<file path="src/rtl/melody_player_if.sv">
// Control, melody-ROM and buzzer-side signals of the melody player, bundled as one port.
interface melody_player_if #(
  parameter int SW = 1
);
  logic          start;
  logic          stop;
  logic          pause;
  logic          loop_en;
  logic [SW-1:0] song_sel;
  logic [1:0]    oct_up;
  logic [SW+7:0] rom_addr;
  logic [31:0]   rom_tone;
  logic [7:0]    beat_num;
  logic [31:0]   tone;
  logic          playing;
  logic          beat_stb;
  logic          done;

  modport master (
    output start, stop, pause, loop_en, song_sel, oct_up, rom_tone,
    input  rom_addr, beat_num, tone, playing, beat_stb, done
  );

  modport slave (
    input  start, stop, pause, loop_en, song_sel, oct_up, rom_tone,
    output rom_addr, beat_num, tone, playing, beat_stb, done
  );
endinterface

</file>
<file path="src/rtl/melody_player.sv">
// Steps an external tone table one beat per TICKS cycles; tone is registered one cycle after rom_addr.
// No backpressure: stop > start > pause > beat advance, and pause (level) freezes the tick counter.
module melody_player #(
  parameter int CLK_HZ  = 100000000,
  parameter int BEAT_HZ = 8,
  parameter int LEN     = 60,
  parameter int SONGS   = 2,
  parameter int SILENCE = 20000
) (
  input logic             clk,
  input logic             rst_n,
  melody_player_if.slave  bus
);
  localparam int TICKS = CLK_HZ / BEAT_HZ;
  localparam int SW    = (SONGS > 1) ? $clog2(SONGS) : 1;
  localparam int TW    = $clog2(TICKS);

  typedef enum logic [1:0] {IDLE, PLAY, PAUSE} state_t;

  state_t        state_q, state_d;
  logic [TW-1:0] tick_q, tick_d;
  logic [7:0]    beat_q, beat_d;
  logic [SW-1:0] song_q, song_d;
  logic [31:0]   tone_q, tone_d;
  logic          stb;
  logic          done_c;

  always_ff @(posedge clk or negedge rst_n) begin
    if (!rst_n) begin
      state_q <= IDLE;
      tick_q  <= '0;
      beat_q  <= '0;
      song_q  <= '0;
      tone_q  <= 32'(SILENCE);
    end else begin
      state_q <= state_d;
      tick_q  <= tick_d;
      beat_q  <= beat_d;
      song_q  <= song_d;
      tone_q  <= tone_d;
    end
  end

  always_comb begin
    state_d = state_q;
    tick_d  = tick_q;
    beat_d  = beat_q;
    song_d  = song_q;
    stb     = 1'b0;
    done_c  = 1'b0;
    if (bus.stop && state_q != IDLE) begin
      state_d = IDLE;
      tick_d  = '0;
      beat_d  = '0;
    end else if (bus.start) begin
      // Out-of-range song indices fall back to song 0
      state_d = PLAY;
      tick_d  = '0;
      beat_d  = '0;
      song_d  = (32'(bus.song_sel) < 32'(SONGS)) ? bus.song_sel : '0;
    end else if (state_q == PLAY && bus.pause) begin
      state_d = PAUSE;
    end else if (state_q == PAUSE && !bus.pause) begin
      state_d = PLAY;
    end else if (state_q == PLAY) begin
      if (tick_q == TW'(TICKS - 1)) begin
        stb    = 1'b1;
        tick_d = '0;
        if (beat_q == 8'(LEN - 1)) begin
          beat_d = '0;
          if (!bus.loop_en) begin
            state_d = IDLE;
            done_c  = 1'b1;
          end
        end else begin
          beat_d = beat_q + 8'd1;
        end
      end else begin
        tick_d = tick_q + TW'(1);
      end
    end
  end

  always_comb begin
    tone_d = 32'(SILENCE);
    if (state_q == PLAY && bus.rom_tone != 32'(SILENCE))
      tone_d = bus.rom_tone << bus.oct_up;
  end

  assign bus.rom_addr = {song_q, beat_q};
  assign bus.beat_num = beat_q;
  assign bus.tone     = tone_q;
  assign bus.playing  = (state_q == PLAY) || (state_q == PAUSE);
  assign bus.beat_stb = stb;
  assign bus.done     = done_c;
endmodule
</file>
<file path="src/flat_wrapper.sv">
// flat-port wrapper written by rule: the top's interface ports become plain ports
module melody_player_flat 
#(
  parameter int CLK_HZ  = 100000000,
  parameter int BEAT_HZ = 8,
  parameter int LEN     = 60,
  parameter int SONGS   = 2,
  parameter int SILENCE = 20000
)
  (clk, rst_n, bus_start, bus_stop, bus_pause, bus_loop_en, bus_song_sel, bus_oct_up, bus_rom_tone, bus_rom_addr, bus_beat_num, bus_tone, bus_playing, bus_beat_stb, bus_done);
  melody_player_if bus_i ();
  input logic clk;
  input logic rst_n;
  input wire logic [$bits(bus_i.start)-1:0] bus_start;
  input wire logic [$bits(bus_i.stop)-1:0] bus_stop;
  input wire logic [$bits(bus_i.pause)-1:0] bus_pause;
  input wire logic [$bits(bus_i.loop_en)-1:0] bus_loop_en;
  input wire logic [$bits(bus_i.song_sel)-1:0] bus_song_sel;
  input wire logic [$bits(bus_i.oct_up)-1:0] bus_oct_up;
  input wire logic [$bits(bus_i.rom_tone)-1:0] bus_rom_tone;
  output wire logic [$bits(bus_i.rom_addr)-1:0] bus_rom_addr;
  output wire logic [$bits(bus_i.beat_num)-1:0] bus_beat_num;
  output wire logic [$bits(bus_i.tone)-1:0] bus_tone;
  output wire logic [$bits(bus_i.playing)-1:0] bus_playing;
  output wire logic [$bits(bus_i.beat_stb)-1:0] bus_beat_stb;
  output wire logic [$bits(bus_i.done)-1:0] bus_done;
  assign bus_i.start = bus_start;
  assign bus_i.stop = bus_stop;
  assign bus_i.pause = bus_pause;
  assign bus_i.loop_en = bus_loop_en;
  assign bus_i.song_sel = bus_song_sel;
  assign bus_i.oct_up = bus_oct_up;
  assign bus_i.rom_tone = bus_rom_tone;
  assign bus_rom_addr = bus_i.rom_addr;
  assign bus_beat_num = bus_i.beat_num;
  assign bus_tone = bus_i.tone;
  assign bus_playing = bus_i.playing;
  assign bus_beat_stb = bus_i.beat_stb;
  assign bus_done = bus_i.done;
  melody_player #(.CLK_HZ(CLK_HZ), .BEAT_HZ(BEAT_HZ), .LEN(LEN), .SONGS(SONGS), .SILENCE(SILENCE)) u_core (.clk(clk), .rst_n(rst_n), .bus(bus_i));
endmodule
</file>
<file path="config.mk">
export PLATFORM = sky130hd
export DESIGN_NAME = melody_player_flat
export DESIGN_NICKNAME = d
export VERILOG_FILES = /design/src/rtl/melody_player_if.sv /design/src/rtl/melody_player.sv /design/src/flat_wrapper.sv
export SDC_FILE = /design/constraint.sdc
export NUM_CORES = 1
export LEC_CHECK = 0
export ABC_AREA = 1
export BUFFER_PORTS_ARGS = -buffer_cell sky130_fd_sc_hd__buf_2
export CAP_MARGIN = 20
export CORE_UTILIZATION = 60
export CTS_BUF_LIST = sky130_fd_sc_hd__clkbuf_2 sky130_fd_sc_hd__clkbuf_4 sky130_fd_sc_hd__clkbuf_8
export DETAILED_ROUTE_END_ITERATION = 6
export GPL_TIMING_DRIVEN = 0
export HOLD_SLACK_MARGIN = 0.15
export PLACE_DENSITY = 0.87
export SLEW_MARGIN = 20
export SYNTH_ARGS = -nofsm -noshare
export SYNTH_HDL_FRONTEND = slang
export SYNTH_SLANG_ARGS = --single-unit
</file>
<file path="constraint.sdc">
create_clock -name clk -period 3.4 [get_ports clk]
set_input_delay 0.17 -clock clk [delete_from_list [all_inputs] [get_ports clk]]
set_output_delay 0.17 -clock clk [all_outputs]
set_load 0.01 [all_outputs]
</file>
## Word level (Yosys, flattened, before mapping)

Index checks and enable logic that the tools add are counted.

| word-level totals | value |
|---|---|
| register bits after elaboration | 67 |
| logic and storage cells | 69 |

| cells by class | value |
|---|---|
| add/sub/neg operators | 2 |
| reduce and logical (&&, ||, !) cells | 16 |
| shift operators | 1 |
| eq/ne operators | 8 |
| multiplexer cells | 36 |
| bitwise logic cells | 1 |

Operator list:

| kind | number |
|---|---|
| $mux W24 | 6 |
| $mux W8 | 7 |
| $mux W32 | 1 |
| $ne A32 B15 Y1 const B | 1 |
| $shl A32 B2 Y32 | 1 |
| $add A24 B1 Y24 const B | 1 |
| $eq A24 B24 Y1 const B | 1 |
| $mux W2 | 8 |
| $reduce_bool A5 Y1 | 3 |
| $mux W1 | 14 |
| $add A8 B1 Y8 const B | 1 |
| $eq A8 B6 Y1 const B | 1 |
| $reduce_and A4 Y1 | 2 |
| $ne A3 B2 Y1 const B | 2 |
| $reduce_bool A3 Y1 | 2 |
| $ne A5 B2 Y1 const B | 1 |
| $logic_and A1 B1 Y1 | 4 |
| $reduce_and A3 Y1 | 1 |
| $eq A2 B1 Y1 const B | 1 |
| $eq A2 B2 Y1 const B | 1 |
| $reduce_and A2 Y1 | 1 |
| $reduce_bool A2 Y1 | 1 |
| $logic_not A1 Y1 | 1 |
| $logic_or A1 B1 Y1 | 1 |
| $not A1 Y1 | 1 |

## Depth between registers and ports, before layout

Gate-level depths: netlist (run 1).

| logic depth | value |
|---|---|
| depth after elaboration | 8 |
| mapped depth | 11 |
| depth with buffers taken out | 11 |

## Worst setup path after synthesis (run 1)

OpenSTA, ideal clock, no wires.

| path | value |
|---|---|
| path kind | reg-to-reg |
| from | register u_core.state_q[0] |
| to | register u_core.tick_q[14] |
| setup time | 119 ps |
| path buffers | 1 |
| data arrival time | 1476 ps |
| cell stages (with the launch flop) | 10 |
| setup slack | 1805 ps |
| clock period less this slack | 1595 ps |
| required time | 3281 ps |
| cells stage by stage | dfrtp_1 > inv_1 > ha_1 > inv_1 > a21oi_2 > nand2_2 > buf_4 > nand2_1 > xor2_1 > nor2_2 |

| between the ends | value |
|---|---|
| word-level cells in the longest chain between the ends | 4 |
| elaborated cells on any way between the ends | 11 |
| classes of those cells | 4 x eq/ne; 1 x mux; 6 x reduce/logical |

Ends and longest elaborated chain:

| item | RTL line | text |
|---|---|---|
| from (decl) | melody_player.sv:20 | `state_t state_q, state_d;` |
| from (signal assigned) | melody_player.sv:36 | `state_q <= state_d;` |
| $eq A2 B1 Y1, or another cell as far along | melody_player.sv:61, melody_player.sv:65 |  |
| $logic_and A1 B1 Y1 (on tied branches) | melody_player.sv:61, melody_player.sv:51, melody_player.sv:63 |  |
| $ne A3 B2 Y1 (no line) or $reduce_bool A3 Y1 (tied branches) | - |  |
| $reduce_and A3 Y1 (no line) | - |  |
| to (signal assigned) | melody_player.sv:37 | `tick_q <= tick_d;` |
| to (decl) | melody_player.sv:21 | `logic [TW-1:0] tick_q, tick_d;` |

Parallel ways exist; a longest one is shown, timed or not.
A chain may end at the register's enable or synchronous reset.

## Worst setup path after layout (run 1)

| path | value |
|---|---|
| from | register u_core.state_q[0] |
| to | output port bus_beat_stb |

| between the ends | value |
|---|---|
| word-level cells in the longest chain between the ends | 6 |
| elaborated cells on any way between the ends | 11 |
| classes of those cells | 2 x eq/ne; 5 x mux; 4 x reduce/logical |

Ends and longest elaborated chain:

| item | RTL line | text |
|---|---|---|
| $eq A2 B1 Y1 or $eq A2 B2 Y1 (tied branches) | melody_player.sv:61, melody_player.sv:65, melody_player.sv:63 |  |
| $mux W1 or $logic_and A1 B1 Y1 (tied branches) | melody_player.sv:65, melody_player.sv:63 |  |
| $mux W1 | melody_player.sv:63 | `end else if (state_q == PAUSE && !bus.pause) begin` |
| $mux W1 | melody_player.sv:61 | `end else if (state_q == PLAY && bus.pause) begin` |
| $mux W1 | melody_player.sv:55 | `end else if (bus.start) begin` |
| $mux W1 * | melody_player.sv:51 | `if (bus.stop && state_q != IDLE) begin` |
| to (decl) | flat_wrapper.sv:25 | `output wire logic [$bits(bus_i.beat_stb)-1:0] bus_beat_stb;` |

Mark *: on every way between the ends. The rest lies on a longest branch, timed or not.

==> flow_summary.html, run 1 <==
<table>
<tr><th>Metric</th><th>Value</th></tr>
<tr><th colspan="2">Setup path</th></tr>
<tr><td>Type of the worst setup path</td><td>reg2out</td></tr>
<tr><td>Terminus of the critical flop-to-flop path</td><td>u_core.tick_q[15]$_DFFE_PN0P_</td></tr>
<tr><td>Start point of the critical path</td><td>u_core.state_q[0]$_DFFE_PN0P_</td></tr>
<tr><td>Crit path max fanout</td><td>5</td></tr>
<tr><td>Data arrival time of the critical path</td><td>roughly 2 ns</td></tr>
<tr><td>Reg2reg start</td><td>u_core.state_q[0]$_DFFE_PN0P_</td></tr>
<tr><td>Setup crit end kind</td><td>output port</td></tr>
<tr><td>Worst setup path endpoint</td><td>bus_beat_stb</td></tr>
<tr><td>Reg-to-reg slack, setup</td><td>between 1 and 1.5 ns</td></tr>
<tr><td>Req. time, crit path</td><td>~3.2 ns</td></tr>
<tr><td>Kind of launch point of the worst setup path</td><td>register</td></tr>
<tr><td>Number of cell instances on the worst register-to-register path</td><td>9</td></tr>
<tr><th colspan="2">Final layout</th></tr>
<tr><td>Number of nets in the finished design</td><td>725</td></tr>
<tr><td>Post-layout instance count excluding filler cells</td><td>roughly 760</td></tr>
<tr><td>Fraction of final layout cells with drive strength greater than 1</td><td>about 22%</td></tr>
<tr><td>Final antenna diode count</td><td>0</td></tr>
<tr><td>Signed area change from the synthesized netlist to the final layout</td><td>21.4%</td></tr>
<tr><th colspan="2">Synthesis</th></tr>
<tr><td>Yosys warns</td><td>0</td></tr>
<tr><td>Cell type with the largest total area after synthesis</td><td>dfrtp_1</td></tr>
<tr><td>Post-Synthesis Net Count</td><td>roughly 620</td></tr>
<tr><td>Synthesized area per cell</td><td>7.17 µm²</td></tr>
<tr><td>Most frequent cell after synthesis</td><td>nand2_1</td></tr>
<tr><td>Share of async-settable or async-resettable flops after synthesis</td><td>100%</td></tr>
<tr><td>Post-synthesis instance total</td><td>570</td></tr>
<tr><td>Number of register bits inferred by synthesis</td><td>between 60 and 70</td></tr>
<tr><td>Sequential share of the synthesized area</td><td>about two fifths</td></tr>
<tr><td>Number of synthesized flops with an enable pin</td><td>0</td></tr>
<tr><td>Most area-consuming cells after synthesis</td><td>dfrtp_1, nand2_1, nor2_1, o21ai_0, inv_1</td></tr>
<tr><td>Fraction of synthesized cell area taken by the top area cell type</td><td>37.9%</td></tr>
<tr><td>Mapped cell area</td><td>roughly 4000 µm²</td></tr>
<tr><td>Count of distinct cell types in the synthesized netlist</td><td>30</td></tr>
<tr><td>Top flip-flop cell by instance count after synthesis</td><td>dfrtp_1</td></tr>
<tr><td>Top post-synthesis cells by count</td><td>nand2_1, nor2_1, inv_1</td></tr>
<tr><th colspan="2">GRT</th></tr>
<tr><td>Layer with the highest usage after global routing</td><td>met2</td></tr>
<tr><td>Number of global-route vias before repair</td><td>3,962</td></tr>
<tr><td>Met1 layer usage reported by global route</td><td>37.5%</td></tr>
<tr><td>Met3 Resource Use GR</td><td>6.00%</td></tr>
<tr><td>Antenna violations before repair</td><td>0</td></tr>
<tr><td>Total routing usage reported by global routing</td><td>31.1%</td></tr>
<tr><td>Total congestion overflow</td><td>0</td></tr>
<tr><td>Met2 usage</td><td>roughly 54%</td></tr>
<tr><td>Maximum number of pins on one net before global-route repair</td><td>46</td></tr>
<tr><td>Global-route wire length before repair</td><td>approximately 18 mm</td></tr>
<tr><th colspan="2">STA</th></tr>
<tr><td>Maximum clock skew at final layout</td><td>about 0.011 ns</td></tr>
<tr><td>Final setup vio count</td><td>0</td></tr>
<tr><td>Hold Violations, Final</td><td>0</td></tr>
<tr><td>Worst hold margin</td><td>0.171 ns</td></tr>
<tr><td>Minimum setup slack in the final design</td><td>1.21 ns</td></tr>
<tr><td>Slew at the pin with the worst max-slew slack</td><td>0.502 ns</td></tr>
<tr><td>Max Slew Vio Count</td><td>0</td></tr>
<tr><td>Period Utilization, post-route</td><td>between 60% and 70%</td></tr>
<tr><td>Max Freq</td><td>about 0.46 GHz</td></tr>
<tr><td>Worst slew slack as a fraction of its limit</td><td>roughly two thirds</td></tr>
<tr><td>RSZ-0062 raised after global routing</td><td>false</td></tr>
<tr><td>Setup TNS</td><td>0 ns</td></tr>
<tr><td>Shortest period the worst path allows</td><td>between 2 and 2.5 ns</td></tr>
<tr><th colspan="2">Clock network</th></tr>
<tr><td>Number of buffers inserted during clock tree synthesis</td><td>9</td></tr>
<tr><td>Clock insertion delay at the later pin of the skew report</td><td>0.36 ns</td></tr>
<tr><td>TritonCTS clock tree</td><td>yes</td></tr>
<tr><td>Clock tree root driver cell</td><td>clkbuf_8</td></tr>
<tr><td>Count of clock tree sinks</td><td>67</td></tr>
<tr><td>H-tree levels</td><td>3</td></tr>
<tr><td>Post_cts resized</td><td>0</td></tr>
<tr><td>Maximum buffer depth of the clock tree</td><td>2</td></tr>
<tr><td>Buffer count from post-CTS setup fixing</td><td>0</td></tr>
<tr><td>CTS clock-pin slew for the worst setup and hold paths</td><td>about 0.080 ns</td></tr>
<tr><th colspan="2">Route</th></tr>
<tr><td>Total detailed-routing wirelength</td><td>about 10 mm</td></tr>
<tr><td>Via density</td><td>~5.4</td></tr>
<tr><td>Drt drc</td><td>6</td></tr>
<tr><td>Vias after detailed routing</td><td>just over 4,000</td></tr>
<tr><td>Violation count after the first detailed-route iteration</td><td>between 300 and 400</td></tr>
<tr><td>Post-detailed-route count of antenna-violating nets</td><td>0</td></tr>
<tr><td>Post-DR wirelength/cell</td><td>about 14 µm</td></tr>
<tr><td>Router iterations before antenna repair</td><td>7</td></tr>
<tr><th colspan="2">Placed design</th></tr>
<tr><td>Placement Setup Slack</td><td>1.58 ns</td></tr>
<tr><td>Routability congestion estimate from global placement</td><td>slightly above 0.9</td></tr>
<tr><td>HPWL after detailed placement</td><td>~7.5 mm</td></tr>
<tr><td>Buffers on Ports</td><td>between 90 and 100</td></tr>
<tr><td>Number of instances in the placed design</td><td>between 700 and 800</td></tr>
<tr><th colspan="2">Floorplanning</th></tr>
<tr><td>Vertical die dimension</td><td>84.6 µm</td></tr>
<tr><td>Area enclosed by the die boundary</td><td>slightly above 7000 µm²</td></tr>
<tr><td>Core Box Area</td><td>around 6500 µm²</td></tr>
<tr><td>Initial core utilization</td><td>a little over three fifths</td></tr>
<tr><td>FP Rows</td><td>29</td></tr>
<tr><td>Num ports</td><td>93</td></tr>
<tr><td>Horiz. Die Dim</td><td>84.6 µm</td></tr>
<tr><th colspan="2">Power</th></tr>
<tr><td>Maximum VDD drop</td><td>~320 µV</td></tr>
<tr><td>Power density over the cells</td><td>498 nW/µm²</td></tr>
<tr><td>Leakage power figure</td><td>approximately 2.6 nW</td></tr>
<tr><td>Final Power</td><td>between 2 and 2.5 mW</td></tr>
<tr><th colspan="2">Flow run</th></tr>
<tr><td>Number of maximum-capacitance violations</td><td>0</td></tr>
<tr><th colspan="2">Worst hold path</th></tr>
<tr><td>Worst Hold Class</td><td>in2reg</td></tr>
<tr><td>Number of instances on the worst hold path</td><td>4</td></tr>
<tr><th colspan="2">Run status</th></tr>
<tr><td>Failing checks</td><td>design-rule violations</td></tr>
<tr><td>Status</td><td>complete, but fails checks</td></tr>
</table>
==> per-stage QoR <==
stage | util [%] | cell area, µm²
floorplan | - | 4090
global placement | 71.9 | 4650
detailed placement | 72.3 | 4670
CTS | 76.9 | 4960
global route | 76.9 | 4960
finish | 76.9 | 4960
==> routing by layer <==
layer	up-vias	wire length (µm)
li1	2021	-
met1	1937	4410
met2	163	5070
met3	20	700
met4	0	235
met5	-	0
==> what timing repair did <==
item,4_1_cts,5_1_grt
hold buffers,5,0
hold endpoints to repair,65,0
endpoints found under the setup margin,0,0
==> state kept, by name, indices dropped and copies added, names as in the netlist <==
signal / count
u_core.song_q: 1
u_core.bus.beat_num: 8
u_core.tick_q: 24
u_core.bus.tone: 32
u_core.state_q: 2
==> report_power, final <==
part | internal [mW] | leakage (nW) | total, mW | switching [mW]
clock network | 0.498 | 0.120 | 0.828 | 0.330
registers | 0.923 | 0.889 | 0.973 | 0.0498
logic | 0.242 | 1.62 | 0.670 | 0.428
total | 1.66 | 2.63 | 2.47 | 0.807
==> layout make-up <==
type	instances	area [µm²]
well taps	77	96.3
fillers	500	1490
clock buffers	10	131
flip-flops and latches	67	1680
multi-input cells	408	1980
repair buffers	98	533
clock inverters	6	115
inverters	69	259
plain buffers	26	163
==> cells by family (layout without fill, tap and decap cells) <==
group,count (synthesis),count (layout),synth area share (%)
xor gates and xnor gates,9,9,1.93
buffers and inverters,95,209,10.3
DFF,67,67,41.2
and+or+nand+nor,317,317,32.9
AOI/OAI and AO/OA,60,60,7.99
muxes,17,17,4.16
adders and majority gates,5,5,1.53
==> cells in the final DEF (no fill, tap or decap), drive strengths merged, types with 6 or more instances in the layout <==
| master | count |
|---|---|
| mux2i | 17 |
| buf | 113 |
| nor3 | 9 |
| nand3 | 37 |
| nand3b | 6 |
| xor2 | 8 |
| nand2 | 146 |
| nor2 | 100 |
| inv | 69 |
| nand4 | 17 |
| clkbuf | 16 |
| dfrtp | 62 |
| o21ai | 53 |
==> how the worst min path moves through the flow <==
stage | startpoint | to | slack [ns]
global placement | bus_song_sel | u_core.song_q$_DFFE_PN0P_ | 0.41
global route | bus_start | u_core.bus.beat_num[4]$_DFFE_PN0P_ | 0.19
finish | bus_start | u_core.bus.beat_num[4]$_DFFE_PN0P_ | 0.17
floorplan | rst_n | u_core.bus.beat_num[0]$_DFFE_PN0P_ | -0.13
detailed placement | rst_n | u_core.bus.beat_num[6]$_DFFE_PN0P_ | 0.09
CTS | bus_start | u_core.bus.beat_num[3]$_DFFE_PN0P_ | 0.17
==> critical path, stage by stage, from the launching register on <==
cell and delay (ns):
dfrtp_1 0.40, inv_1 0.09, ha_1 0.17, inv_1 0.07
a21oi_2 0.32, inv_1 0.10, nor2_1 0.13, inv_1 0.07
nor2_1 0.17, buf_2 0.16
Power figures use the tool's default switching activity.
==> run 2, diff against run 1 <==
--- a/config.mk
+++ b/config.mk
@@ -8,12 +8,12 @@
 export ABC_AREA = 1
 export BUFFER_PORTS_ARGS = -buffer_cell sky130_fd_sc_hd__buf_2
 export CAP_MARGIN = 20
-export CORE_UTILIZATION = 60
+export CORE_UTILIZATION = 51
 export CTS_BUF_LIST = sky130_fd_sc_hd__clkbuf_2 sky130_fd_sc_hd__clkbuf_4 sky130_fd_sc_hd__clkbuf_8
 export DETAILED_ROUTE_END_ITERATION = 6
 export GPL_TIMING_DRIVEN = 0
 export HOLD_SLACK_MARGIN = 0.15
-export PLACE_DENSITY = 0.87
+export PLACE_DENSITY = 0.79
 export SLEW_MARGIN = 20
 export SYNTH_ARGS = -nofsm -noshare
 export SYNTH_HDL_FRONTEND = slang
==> constraint.sdc (replaced) <==
create_clock -name clk -period 1.9 [get_ports clk]
set_input_delay 0.095 -clock clk [delete_from_list [all_inputs] [get_ports clk]]
set_output_delay 0.095 -clock clk [all_outputs]
set_load 0.01 [all_outputs]
==> run 2 against run 1 <==
  * The run now ends clean
  * Non-clock buffer count increased by 11
  * Sequential power up 79%
  * Clock power grew 30%
  * Sequential cell count did not move
  * Final cell count grew 4.7%
  * First-iteration DRC count decreased by 28%
  * Clock-buffer cell count fell by 1
  * Die area increased by 17%
==> flow_summary.html, run 2 (synthesis gave the netlist of run 1 again) <==
<table>
<tr><th>Metric</th><th>Value</th></tr>
<tr><th colspan="2">Run status</th></tr>
<tr><td>Status</td><td>finished clean (was complete, but fails checks)</td></tr>
<tr><th colspan="2">Route</th></tr>
<tr><td>Total detailed-routing wirelength</td><td>10.7 mm (was 10.4 mm)</td></tr>
<tr><td>Post-DR wirelength/cell</td><td>13.5 µm (was 13.7 µm)</td></tr>
<tr><td>Via density</td><td>5.23 (was 5.44)</td></tr>
<tr><td>Post-detailed-route count of antenna-violating nets</td><td>0 (unchanged)</td></tr>
<tr><td>Vias after detailed routing</td><td>4,171 (was 4,141)</td></tr>
<tr><td>Violation count after the first detailed-route iteration</td><td>257 (was 356)</td></tr>
<tr><td>Router iterations before antenna repair</td><td>5 (was 7)</td></tr>
<tr><td>Drt drc</td><td>0 (was 6)</td></tr>
<tr><th colspan="2">Placed design</th></tr>
<tr><td>Routability congestion estimate from global placement</td><td>0.892 (was 0.913)</td></tr>
<tr><td>Buffers on Ports</td><td>92 (unchanged)</td></tr>
<tr><td>HPWL after detailed placement</td><td>7.85 mm (was 7.49 mm)</td></tr>
<tr><th colspan="2">GRT</th></tr>
<tr><td>Global-route wire length before repair</td><td>17.6 mm (about the same)</td></tr>
<tr><td>Met2 usage</td><td>45.1% (was 54.0%)</td></tr>
<tr><td>Number of global-route vias before repair</td><td>3,920 (was 3,962)</td></tr>
<tr><td>Total routing usage reported by global routing</td><td>26.5% (was 31.1%)</td></tr>
<tr><td>Met3 Resource Use GR</td><td>7.96% (was 6.00%)</td></tr>
<tr><td>Met1 layer usage reported by global route</td><td>31.9% (was 37.5%)</td></tr>
<tr><td>Layer with the highest usage after global routing</td><td>met2 (unchanged)</td></tr>
<tr><td>Maximum number of pins on one net before global-route repair</td><td>42 (was 46)</td></tr>
<tr><td>Antenna violations before repair</td><td>0 (unchanged)</td></tr>
<tr><td>Total congestion overflow</td><td>0 (unchanged)</td></tr>
<tr><th colspan="2">Floorplanning</th></tr>
<tr><td>Initial core utilization</td><td>52.9% (was 63.3%)</td></tr>
<tr><td>Horiz. Die Dim</td><td>91.5 µm (was 84.6 µm)</td></tr>
<tr><td>Area enclosed by the die boundary</td><td>8380 µm² (was 7150 µm²)</td></tr>
<tr><td>Vertical die dimension</td><td>91.5 µm (was 84.6 µm)</td></tr>
<tr><td>Core Box Area</td><td>7730 µm² (was 6460 µm²)</td></tr>
<tr><td>FP Rows</td><td>32 (was 29)</td></tr>
<tr><td>Num ports</td><td>93 (unchanged)</td></tr>
<tr><th colspan="2">Clock network</th></tr>
<tr><td>Number of buffers inserted during clock tree synthesis</td><td>9 (unchanged)</td></tr>
<tr><td>TritonCTS clock tree</td><td>yes (unchanged)</td></tr>
<tr><td>Clock tree root driver cell</td><td>clkbuf_8 (unchanged)</td></tr>
<tr><td>CTS clock-pin slew for the worst setup and hold paths</td><td>0.08 ns (about the same)</td></tr>
<tr><td>H-tree levels</td><td>3 (unchanged)</td></tr>
<tr><td>Maximum buffer depth of the clock tree</td><td>2 (unchanged)</td></tr>
<tr><td>Count of clock tree sinks</td><td>67 (unchanged)</td></tr>
<tr><td>Clock insertion delay at the later pin of the skew report</td><td>0.36 ns (about the same)</td></tr>
<tr><th colspan="2">STA</th></tr>
<tr><td>Maximum clock skew at final layout</td><td>0.00807 ns (was 0.0114 ns)</td></tr>
<tr><td>Final setup vio count</td><td>0 (unchanged)</td></tr>
<tr><td>Max Freq</td><td>approximately 0.55 GHz</td></tr>
<tr><td>Worst slew slack as a fraction of its limit</td><td>66.9% (was 66.5%)</td></tr>
<tr><td>Slew at the pin with the worst max-slew slack</td><td>0.496 ns (was 0.502 ns)</td></tr>
<tr><td>Shortest period the worst path allows</td><td>between 1.5 and 2 ns</td></tr>
<tr><td>Period Utilization, post-route</td><td>95.4%</td></tr>
<tr><td>Setup TNS</td><td>0 ns (unchanged)</td></tr>
<tr><td>Max Slew Vio Count</td><td>0 (unchanged)</td></tr>
<tr><td>Hold Violations, Final</td><td>0 (unchanged)</td></tr>
<tr><th colspan="2">Power</th></tr>
<tr><td>Maximum VDD drop</td><td>566 µV (was 320 µV)</td></tr>
<tr><td>Final Power</td><td>4.11 mW (was 2.47 mW)</td></tr>
<tr><td>Leakage power figure</td><td>2.67 nW (was 2.63 nW)</td></tr>
<tr><td>Power density over the cells</td><td>806 nW/µm² (was 498 nW/µm²)</td></tr>
<tr><th colspan="2">Setup path</th></tr>
<tr><td>Data arrival time of the critical path</td><td>1.72 ns (was 2.02 ns)</td></tr>
<tr><td>Setup crit end kind</td><td>output port (unchanged)</td></tr>
<tr><td>Kind of launch point of the worst setup path</td><td>register (unchanged)</td></tr>
<tr><td>Crit path max fanout</td><td>4 (was 5)</td></tr>
<tr><td>Type of the worst setup path</td><td>reg2out (unchanged)</td></tr>
<tr><td>Req. time, crit path</td><td>1.80 ns (was 3.23 ns)</td></tr>
<tr><th colspan="2">Worst hold path</th></tr>
<tr><td>Worst Hold Class</td><td>in2reg (unchanged)</td></tr>
<tr><th colspan="2">Final layout</th></tr>
<tr><td>Most frequent standard cell in the layout excluding fill and tap cells</td><td>nand2_1 (unchanged)</td></tr>
<tr><td>Fraction of final layout cells with drive strength greater than 1</td><td>24.7% (was 22.1%)</td></tr>
<tr><td>Flip-flop count of the largest register after layout</td><td>32 (unchanged)</td></tr>
<tr><td>Signed area change from the synthesized netlist to the final layout</td><td>24.7% (was 21.4%)</td></tr>
<tr><td>Filler Cell Count</td><td>672 (was 500)</td></tr>
<tr><td>Number of nets in the finished design</td><td>736 (was 725)</td></tr>
<tr><td>Final antenna diode count</td><td>0 (unchanged)</td></tr>
<tr><td>Most frequent cells in the layout</td><td>nand2_1, buf_2, nor2_1 (unchanged)</td></tr>
<tr><th colspan="2">Flow run</th></tr>
<tr><td>Number of maximum-capacitance violations</td><td>0 (unchanged)</td></tr>
</table>
-- run 2: cell types whose count changed in the layout (fill, tap and decap cells not counted), sizes merged --
cell,previous run,this run
clkinv,2,1
inv,69,71
clkbuf,16,15
buf,113,120
dlygate4sd3,5,9
clkinvlp,1,4
bufinv,3,0
-- run 2: area by class of cell --
| class | count | area (µm²) | area share [%] |
|---|---|---|---|
| clock inverters | 7 | 52.6 | 1.03 |
| clock buffers | 9 | 124 | 2.43 |
| repair buffers | 109 | 638 | 12.5 |
| flip-flops and latches | 67 | 1680 | 33.0 |
| plain buffers | 26 | 166 | 3.26 |
| inverters | 69 | 259 | 5.08 |
| well taps | 102 | 128 | 2.50 |
| multi-input cells | 408 | 2050 | 40.2 |
-- run 2: through the flow --
| step | util, % | hold WS [ns] | worst slack (ns) | instance area, µm² | std cells |
|---|---|---|---|---|---|
| final | 66.0 | 0.171 | 0.0877 | 5100 | 797 |
| after global routing | 66.0 | 0.187 | -0.00562 | 5100 | 797 |
| after CTS | 64.7 | 0.158 | 0.00553 | 5000 | 791 |
| after detailed placement | 60.8 | 0.0367 | 0.0751 | 4700 | 765 |
| after global placement | 60.5 | 0.336 | 0.152 | 4680 | 764 |
| after floorplan | - | -0.201 | 0.305 | 4090 | 570 |
-- run 2: final timing paths --
kind | startpoint | end | slack, ns | cells after the start
worst max-delay path | u_core.tick_q[5]$_DFFE_PN0P_ | bus_done | 0.09 | 8
worst min-delay path | bus_oct_up[1] | u_core.bus.tone[5]$_DFF_PN1_ | 0.17 | 4
worst max register to register | u_core.state_q[0]$_DFFE_PN0P_ | u_core.song_q$_DFFE_PN0P_ | 0.10 | 7
worst min register to register | u_core.bus.beat_num[1]$_DFFE_PN0P_ | u_core.bus.beat_num[1]$_DFFE_PN0P_ | 0.52 | 2
max in group asynchronous | rst_n | u_core.bus.tone[9]$_DFF_PN1_ | 1.12 | 3
min in group asynchronous | rst_n | u_core.bus.beat_num[6]$_DFFE_PN0P_ | 0.20 | 2
-- run 2: what timing repair did --
action                     CTS  global route
buffers inserted             1             6
pin swaps                    1             3
resized for setup            6            17
setup endpoints to repair    2            17
hold buffers                 9             0
hold endpoints to repair    74             0
-- run 2: power by group --
part	total [mW]	switching, mW	internal (mW)
registers	1.74	0.0850	1.65
logic	1.29	0.795	0.490
clock network	1.08	0.606	0.479
-- run 2: worst max-delay path, stage by stage (launching register included) --
cell and delay, ns:
dfrtp_1 0.42, inv_1 0.08, nand2_1 0.05, nor2_1 0.15
nand2_1 0.08, nor2_2 0.20, nand3_2 0.15, nor2_4 0.12
buf_6 0.11
-- run 2: metal layers --
metal  part of all wire, %  wire (µm)
met1                    41       4390
met2                    49       5300
met3                   8.4        904
met4                   1.2        129
met5                     0          0
